## src/rtl/pipelined_mips_core.sv

```systemverilog
`default_nettype none
// ============================================================================
//  Module   : pipelined_mips_core
//  Purpose  : 5-stage (IF/ID/EX/MEM/WB) pipelined core with eight DW-bit
//             registers, carry/zero flags, full EX forwarding, a one-cycle
//             load-use interlock and branch/jump resolution in ID.
//  Ports    : clk        - clock, all state on the rising edge
//             reset      - asynchronous active-low reset
//             imem_addr  - current PC (instruction fetch address)
//             imem_data  - 19-bit instruction at imem_addr (combinational)
//             dmem_addr  - address of the MEM-stage instruction
//             dmem_wdata - store data
//             dmem_we    - write strobe, high only for a ST in MEM
//             dmem_rdata - combinational read data of dmem_addr
//  Revision : 1.0 - initial release
// ============================================================================
module pipelined_mips_core #(
    parameter int PC_W = 12,
    parameter int DW   = 8
) (
    input  logic            clk,
    input  logic            reset,
    output logic [PC_W-1:0] imem_addr,
    input  logic [18:0]     imem_data,
    output logic [DW-1:0]   dmem_addr,
    output logic [DW-1:0]   dmem_wdata,
    output logic            dmem_we,
    input  logic [DW-1:0]   dmem_rdata
);

    localparam logic [18:0] c_nop = 19'h7FFFF;

    // ------------------------------------------------------------------ state
    logic [PC_W-1:0] pc_q, pc_d;
    logic [18:0]     ifid_instr_q, ifid_instr_d;
    logic [PC_W-1:0] ifid_pc_q, ifid_pc_d;
    logic [18:0]     idex_instr_q, idex_instr_d;
    logic [DW-1:0]   idex_a_q, idex_a_d, idex_b_q, idex_b_d, idex_s_q, idex_s_d;
    logic [18:0]     exmem_instr_q, exmem_instr_d;
    logic [DW-1:0]   exmem_res_q, exmem_res_d, exmem_sd_q, exmem_sd_d;
    logic [18:0]     memwb_instr_q, memwb_instr_d;
    logic [DW-1:0]   memwb_val_q, memwb_val_d;
    logic [DW-1:0]   rf_q [8];
    logic [DW-1:0]   rf_d [8];
    logic            carry_q, carry_d, zero_q, zero_d;

    // --------------------------------------------------------------- WB stage
    logic       wb_en;
    logic [2:0] wb_rd;
    assign wb_en = ~memwb_instr_q[18] | (memwb_instr_q[18:16] == 3'b100);
    assign wb_rd = memwb_instr_q[13:11];

    // MEM/WB fields that write-back never looks at
    logic unused_wb_bits;
    assign unused_wb_bits = ^{memwb_instr_q[15:14], memwb_instr_q[10:0]};

    // --------------------------------------------------------------- ID stage
    logic [18:0] id_i;
    logic        id_rd_rs, id_rd_rt, id_rd_sd, id_is_br, id_is_jmp;
    assign id_i      = ifid_instr_q;
    assign id_rd_rs  = ~id_i[18] | (id_i[18:17] == 2'b10);
    assign id_rd_rt  = (id_i[18:17] == 2'b00);
    assign id_rd_sd  = (id_i[18:16] == 3'b101);
    assign id_is_br  = (id_i[18:16] == 3'b110);
    assign id_is_jmp = (id_i[18:15] == 4'b1110);

    // Register reads see a write-back happening in the same cycle
    logic [DW-1:0] id_a, id_b, id_s;
    assign id_a = (wb_en && wb_rd == id_i[10:8])  ? memwb_val_q : rf_q[id_i[10:8]];
    assign id_b = (wb_en && wb_rd == id_i[7:5])   ? memwb_val_q : rf_q[id_i[7:5]];
    assign id_s = (wb_en && wb_rd == id_i[13:11]) ? memwb_val_q : rf_q[id_i[13:11]];

    // --------------------------------------------------------------- EX stage
    logic [18:0] ex_i;
    logic        ex_alu, ex_ld, ex_wr_c, ex_rtype, mem_alu, mem_ld;
    assign ex_i     = idex_instr_q;
    assign ex_alu   = ~ex_i[18];
    assign ex_ld    = (ex_i[18:16] == 3'b100);
    assign ex_wr_c  = ex_alu & ~ex_i[16];
    assign ex_rtype = (ex_i[18:17] == 2'b00);
    assign mem_alu  = ~exmem_instr_q[18];
    assign mem_ld   = (exmem_instr_q[18:16] == 3'b100);

    // Forwarding: later assignment wins, so EX/MEM outranks MEM/WB.
    // A load in EX/MEM never needs forwarding here thanks to the interlock.
    logic [DW-1:0] fwd_a, fwd_b, fwd_s;
    always_comb begin
        fwd_a = idex_a_q;
        fwd_b = idex_b_q;
        fwd_s = idex_s_q;
        if (wb_en && wb_rd == ex_i[10:8])  fwd_a = memwb_val_q;
        if (wb_en && wb_rd == ex_i[7:5])   fwd_b = memwb_val_q;
        if (wb_en && wb_rd == ex_i[13:11]) fwd_s = memwb_val_q;
        if (mem_alu && exmem_instr_q[13:11] == ex_i[10:8])  fwd_a = exmem_res_q;
        if (mem_alu && exmem_instr_q[13:11] == ex_i[7:5])   fwd_b = exmem_res_q;
        if (mem_alu && exmem_instr_q[13:11] == ex_i[13:11]) fwd_s = exmem_res_q;
    end

    logic [DW-1:0] op_b, ex_addr, ex_res;
    logic [DW:0]   ex_sum;
    logic [DW:0]   cin;
    logic          ex_c, ex_z;
    assign op_b    = ex_rtype ? fwd_b : DW'(ex_i[7:0]);
    assign ex_addr = fwd_a + DW'(ex_i[7:0]);
    assign cin     = {{DW{1'b0}}, carry_q};

    // The extra MSB carries out on add and goes high on borrow for subtract
    always_comb begin
        ex_sum = '0;
        case (ex_i[16:14])
            3'b000:  ex_sum = {1'b0, fwd_a} + {1'b0, op_b};
            3'b001:  ex_sum = {1'b0, fwd_a} + {1'b0, op_b} + cin;
            3'b010:  ex_sum = {1'b0, fwd_a} - {1'b0, op_b};
            3'b011:  ex_sum = {1'b0, fwd_a} - {1'b0, op_b} - cin;
            3'b100:  ex_sum = {1'b0, fwd_a & op_b};
            3'b101:  ex_sum = {1'b0, fwd_a | op_b};
            3'b110:  ex_sum = {1'b0, fwd_a ^ op_b};
            default: ex_sum = {1'b0, op_b};
        endcase
    end
    assign ex_res = ex_alu ? ex_sum[DW-1:0] : ex_addr;
    assign ex_c   = ex_sum[DW];
    assign ex_z   = (ex_sum[DW-1:0] == '0);

    // ------------------------------------------------ hazard and branch logic
    logic stall;
    assign stall = ex_ld & ((id_rd_rs && ex_i[13:11] == id_i[10:8]) ||
                            (id_rd_rt && ex_i[13:11] == id_i[7:5])  ||
                            (id_rd_sd && ex_i[13:11] == id_i[13:11]));

    // Branches see the flags the EX instruction is about to commit
    logic br_z, br_c, br_taken, id_jump;
    assign br_z = ex_alu  ? ex_z : zero_q;
    assign br_c = ex_wr_c ? ex_c : carry_q;
    always_comb begin
        br_taken = 1'b0;
        case (id_i[15:14])
            2'b00:   br_taken = br_z;
            2'b01:   br_taken = ~br_z;
            2'b10:   br_taken = br_c;
            default: br_taken = ~br_c;
        endcase
    end
    assign id_jump = id_is_jmp | (id_is_br & br_taken);

    logic [PC_W-1:0] id_target;
    assign id_target = id_is_jmp ? PC_W'(id_i[11:0])
                     : ifid_pc_q + PC_W'(1) + {{(PC_W-8){id_i[7]}}, id_i[7:0]};

    // ------------------------------------------------------------- next state
    always_comb begin
        pc_d         = pc_q + PC_W'(1);
        ifid_instr_d = imem_data;
        ifid_pc_d    = pc_q;
        idex_instr_d = id_i;
        idex_a_d     = id_a;
        idex_b_d     = id_b;
        idex_s_d     = id_s;
        if (stall) begin
            pc_d         = pc_q;
            ifid_instr_d = ifid_instr_q;
            ifid_pc_d    = ifid_pc_q;
            idex_instr_d = c_nop;
        end else if (id_jump) begin
            pc_d         = id_target;
            ifid_instr_d = c_nop;
        end
        exmem_instr_d = ex_i;
        exmem_res_d   = ex_res;
        exmem_sd_d    = fwd_s;
        memwb_instr_d = exmem_instr_q;
        memwb_val_d   = mem_ld ? dmem_rdata : exmem_res_q;
        carry_d       = ex_wr_c ? ex_c : carry_q;
        zero_d        = ex_alu  ? ex_z : zero_q;
        for (int k = 0; k < 8; k++) rf_d[k] = rf_q[k];
        if (wb_en) rf_d[wb_rd] = memwb_val_q;
    end

    always_ff @(posedge clk or negedge reset) begin
        if (!reset) begin
            pc_q          <= '0;
            ifid_instr_q  <= c_nop;
            ifid_pc_q     <= '0;
            idex_instr_q  <= c_nop;
            idex_a_q      <= '0;
            idex_b_q      <= '0;
            idex_s_q      <= '0;
            exmem_instr_q <= c_nop;
            exmem_res_q   <= '0;
            exmem_sd_q    <= '0;
            memwb_instr_q <= c_nop;
            memwb_val_q   <= '0;
            carry_q       <= 1'b0;
            zero_q        <= 1'b0;
            for (int k = 0; k < 8; k++) rf_q[k] <= '0;
        end else begin
            pc_q          <= pc_d;
            ifid_instr_q  <= ifid_instr_d;
            ifid_pc_q     <= ifid_pc_d;
            idex_instr_q  <= idex_instr_d;
            idex_a_q      <= idex_a_d;
            idex_b_q      <= idex_b_d;
            idex_s_q      <= idex_s_d;
            exmem_instr_q <= exmem_instr_d;
            exmem_res_q   <= exmem_res_d;
            exmem_sd_q    <= exmem_sd_d;
            memwb_instr_q <= memwb_instr_d;
            memwb_val_q   <= memwb_val_d;
            carry_q       <= carry_d;
            zero_q        <= zero_d;
            for (int k = 0; k < 8; k++) rf_q[k] <= rf_d[k];
        end
    end

    // ---------------------------------------------------------------- outputs
    assign imem_addr  = pc_q;
    assign dmem_addr  = exmem_res_q;
    assign dmem_wdata = exmem_sd_q;
    assign dmem_we    = (exmem_instr_q[18:16] == 3'b101);

endmodule
`default_nettype wire

```

## config.mk

```make
export PLATFORM = sky130hd
export DESIGN_NAME = pipelined_mips_core
export DESIGN_NICKNAME = d
export VERILOG_FILES = /design/src/rtl/pipelined_mips_core.sv
export SDC_FILE = /design/constraint.sdc
export NUM_CORES = 1
export LEC_CHECK = 0
export BUFFER_PORTS_ARGS = -buffer_cell sky130_fd_sc_hd__buf_2
export CORE_ASPECT_RATIO = 1.4
export CORE_MARGIN = 10
export CORE_UTILIZATION = 57
export DETAILED_ROUTE_END_ITERATION = 7
export GPL_TIMING_DRIVEN = 0
export HOLD_SLACK_MARGIN = 0.08
export PLACE_DENSITY = 0.78
export SYNTH_ARGS = -nofsm -noshare
export SYNTH_HDL_FRONTEND = slang
export SYNTH_SLANG_ARGS = --single-unit
```

## constraint.sdc

```tcl
create_clock -name clk -period 5.96 [get_ports clk]
set_input_delay 0.298 -clock clk [delete_from_list [all_inputs] [get_ports clk]]
set_output_delay 0.298 -clock clk [all_outputs]
set_load 0.02 [all_outputs]
```

==> reports/results.txt <==
clock skew = 0.01362 ns
GR Overflow Total = 0
Ys Warns = 0
CTS clock-pin slew for the worst setup and hold paths = 0.07 ns
Hold Fails Final Rpt = 0
ant diodes = 0
wire length per cell = 22.56 um
Worst slew margin = 0.2254
CP Capture Type = register
worst slew pin tran = 1.151 ns
vias in the first global route = 10123
Synth Register Bits = 188
nature of the critical path startpoint = register
Setup CP Type = reg -> reg
clock sinks = 188
Avg Cell Area, Syn = 10.41 um2
Die Y = 193.5 um
top_reg_cell synth = dfrtp_1
H-tree depth = 4
CTS tree = done
# IOs = 58
clk_lat worst skew = 0.45 ns
layout cell share with drive strength beyond 1 = 0.2792
sum of negative setup slack = 0 ns
dpl hpwl = 25750 um
crit-path max FO = 10
layout net count = 1362
Core Util, Final = 0.6602
first-pass GRT wire length = 54870 um
Die Wd = 143.9 um
GRT Resource Usage Total = 0.2517
worst hold margin = 0.09379 ns
asr flop ratio synth = 1.000
Initial DRT Pass Iterations = 5
Clock Root Buffer = clkbuf_16
fin crit share = 0.9725
WP data required = 6.28 ns
fillers = 1689
Hold Crit Class = in -> reg
f_max = 0.1725 GHz
Max Slew Vio Count = 0
drt total wl = 35030 um
register area share after synthesis = 0.3890
Remaining DRCs = 0
area occupied by multi-input gates = 7263 um2
Core Region = 21200 um2
I/O Buffers = 57
Crit-path slowest cell = fa_2
total CTS buffers = 17
worst-path cell chain = xor2_1, or4_4, buf_6, o21ai_4, a21o_1, nand2_2, ha_2, fa_2, ha_1, nand3_1, mux2i_1, nand4b_1, xnor2_1, o211ai_1, o31a_1, or4b_4, a2111oi_4, buf_4, nor2_4, buf_6, a31oi_2, nand3_1
FF+latch area = 4767 um2
iteration-0 DRC count of the detailed router = 808
Initial Util = 0.5779
Clock Path Buffers = 2
die area = 27850 um2
Syn Std Cell Area = 12250 um2
Layout area overhead = 14.23%
max_cap viols = 0
min Tclk post-route = 5.796 ns
status = finished, final reports clean
worst path arrival time = 6.12 ns
Antenna Nets Post-Route = 0
total number of vias = 9864
Syn Nets = 1259
CP max stage delay = 0.61 ns
initial antenna violation count = 0
EDFF count, synth = 0
Setup-failing EPs final = 0
largest net degree at the start of global routing = 115
post-synthesis cell type count = 82
cell count after synthesis = 1177
Core Rows = 63
Via density = 6.352
Final Wtd Congestion = 0.9637
-- critical path, delay by kind of cell, from the launching register on --
kind                       cells  cell delay (ns)
xor gates and xnor gates       2             0.34
and+or+nand+nor                7             1.72
muxes                          1             0.28
DFF                            1             0.59
adders and majority gates      3             1.05
buffers and inverters          3             0.53
AOI/OAI and AO/OA              6             1.15
-- what timing repair did --
item	in CTS	in global routing
buffers inserted	5	19
endpoints found under the hold margin	32	0
pin swaps	2	16
gates resized for setup	31	39
hold buffers	1	0
setup endpoints to repair	32	31
-- path summary, 6_finish.rpt --
kind,from,end,slack (ns),depth (start not counted)
max,ex_i[7],imem_addr[9],0.16,22
min,dmem_rdata[6],memwb_val_q[6],0.09,2
max reg2reg,ex_i[7],imem_addr[9],0.16,22
min reg2reg,ex_i[13],exmem_instr_q[13],0.37,0
max in group asynchronous,reset,dmem_wdata[0],4.60,3
min in group asynchronous,reset,imem_addr[10],0.42,2
-- flip-flops by register name, summed over array words and instances (netlist names) --
signal         flops
memwb_val_q        8
idex_b_q           8
rf_q              64
carry_q            1
ex_i              19
zero_q             1
ifid_pc_q         12
idex_a_q           8
exmem_instr_q      6
imem_addr         12
memwb_instr_q      6
dmem_addr          8
idex_s_q           8
id_i              19
dmem_wdata         8
-- final cells by class --
class | count | area share
Tap cell | 260 | 0.02324
Multi-Input combinational cell | 867 | 0.5189
Buffer | 69 | 0.02136
Clock buffer | 20 | 0.03334
Inverter | 50 | 0.01341
Clock inverter | 12 | 0.009743
Timing Repair Buffer | 87 | 0.03951
Sequential cell | 188 | 0.3405
-- stage by stage --
step	instance area (um2)	setup WS, ns	instances
after global routing	14000	-0.08160	1553
after global placement	12860	-1.265	1494
after floorplan	12250	0.1470	1177
after detailed placement	12950	-1.310	1499
final	14000	0.1637	1553
after CTS	13720	0.01562	1535
-- cell families after synthesis --
group	count (synthesis)	share of synthesized area
compound gates	244	0.1299
xor+xnor	68	0.04972
fa+ha+maj	53	0.05657
buf+inv	122	0.03890
flops	188	0.3890
mux	182	0.2061
simple gates	320	0.1298
-- layer usage --
metal  global-route usage  part of all wire  vias up
met2               0.4444              0.53      372
met3              0.03578             0.047      104
met5                    0                 0        -
met1               0.2914              0.38     4877
li1                     -                 -     4511
met4               0.1130             0.040        0
-- synthesized netlist by cell type, types with 27 or more instances --
master      n  area [um2]
clkbuf_1   58       217.7
a21oi_1    82       410.4
inv_1      49       183.9
nand2_1    60       225.2
nand3_1    32       160.2
o21ai_0    51       255.2
mux2i_1    51       510.5
dfstp_2    50        1314
dfrtp_1   138        3453
nor2_1    104       390.4
mux2_2     83       934.7
mux4_2     48        1081
nor3_1     27       135.1
ha_1       49       613.1
xnor2_1    47       411.6
-- layout by cell type, fill, tap and decap left out, drive strengths merged, types with 7 or more instances in the layout --
master and count:
ha 49, o21bai 7, nor2 105, clkinv 7, xor2 20, nand4 18, nand2b 25, a21oi 83
buf 100, o221ai 8, dfrtp 138, o211ai 8, inv 53, mux2 83, mux2i 51, a31oi 7
xnor2 47, a21o 13, nor2b 8, nor4 7, nand3 32, clkbuf 75, o21ai 54, mux4 48
nand2 60, dfstp 50, a211oi 16, nor3 28
Power is not shown: default switching activity piles up to over one toggle a cycle in this logic, so the estimate is an artifact.
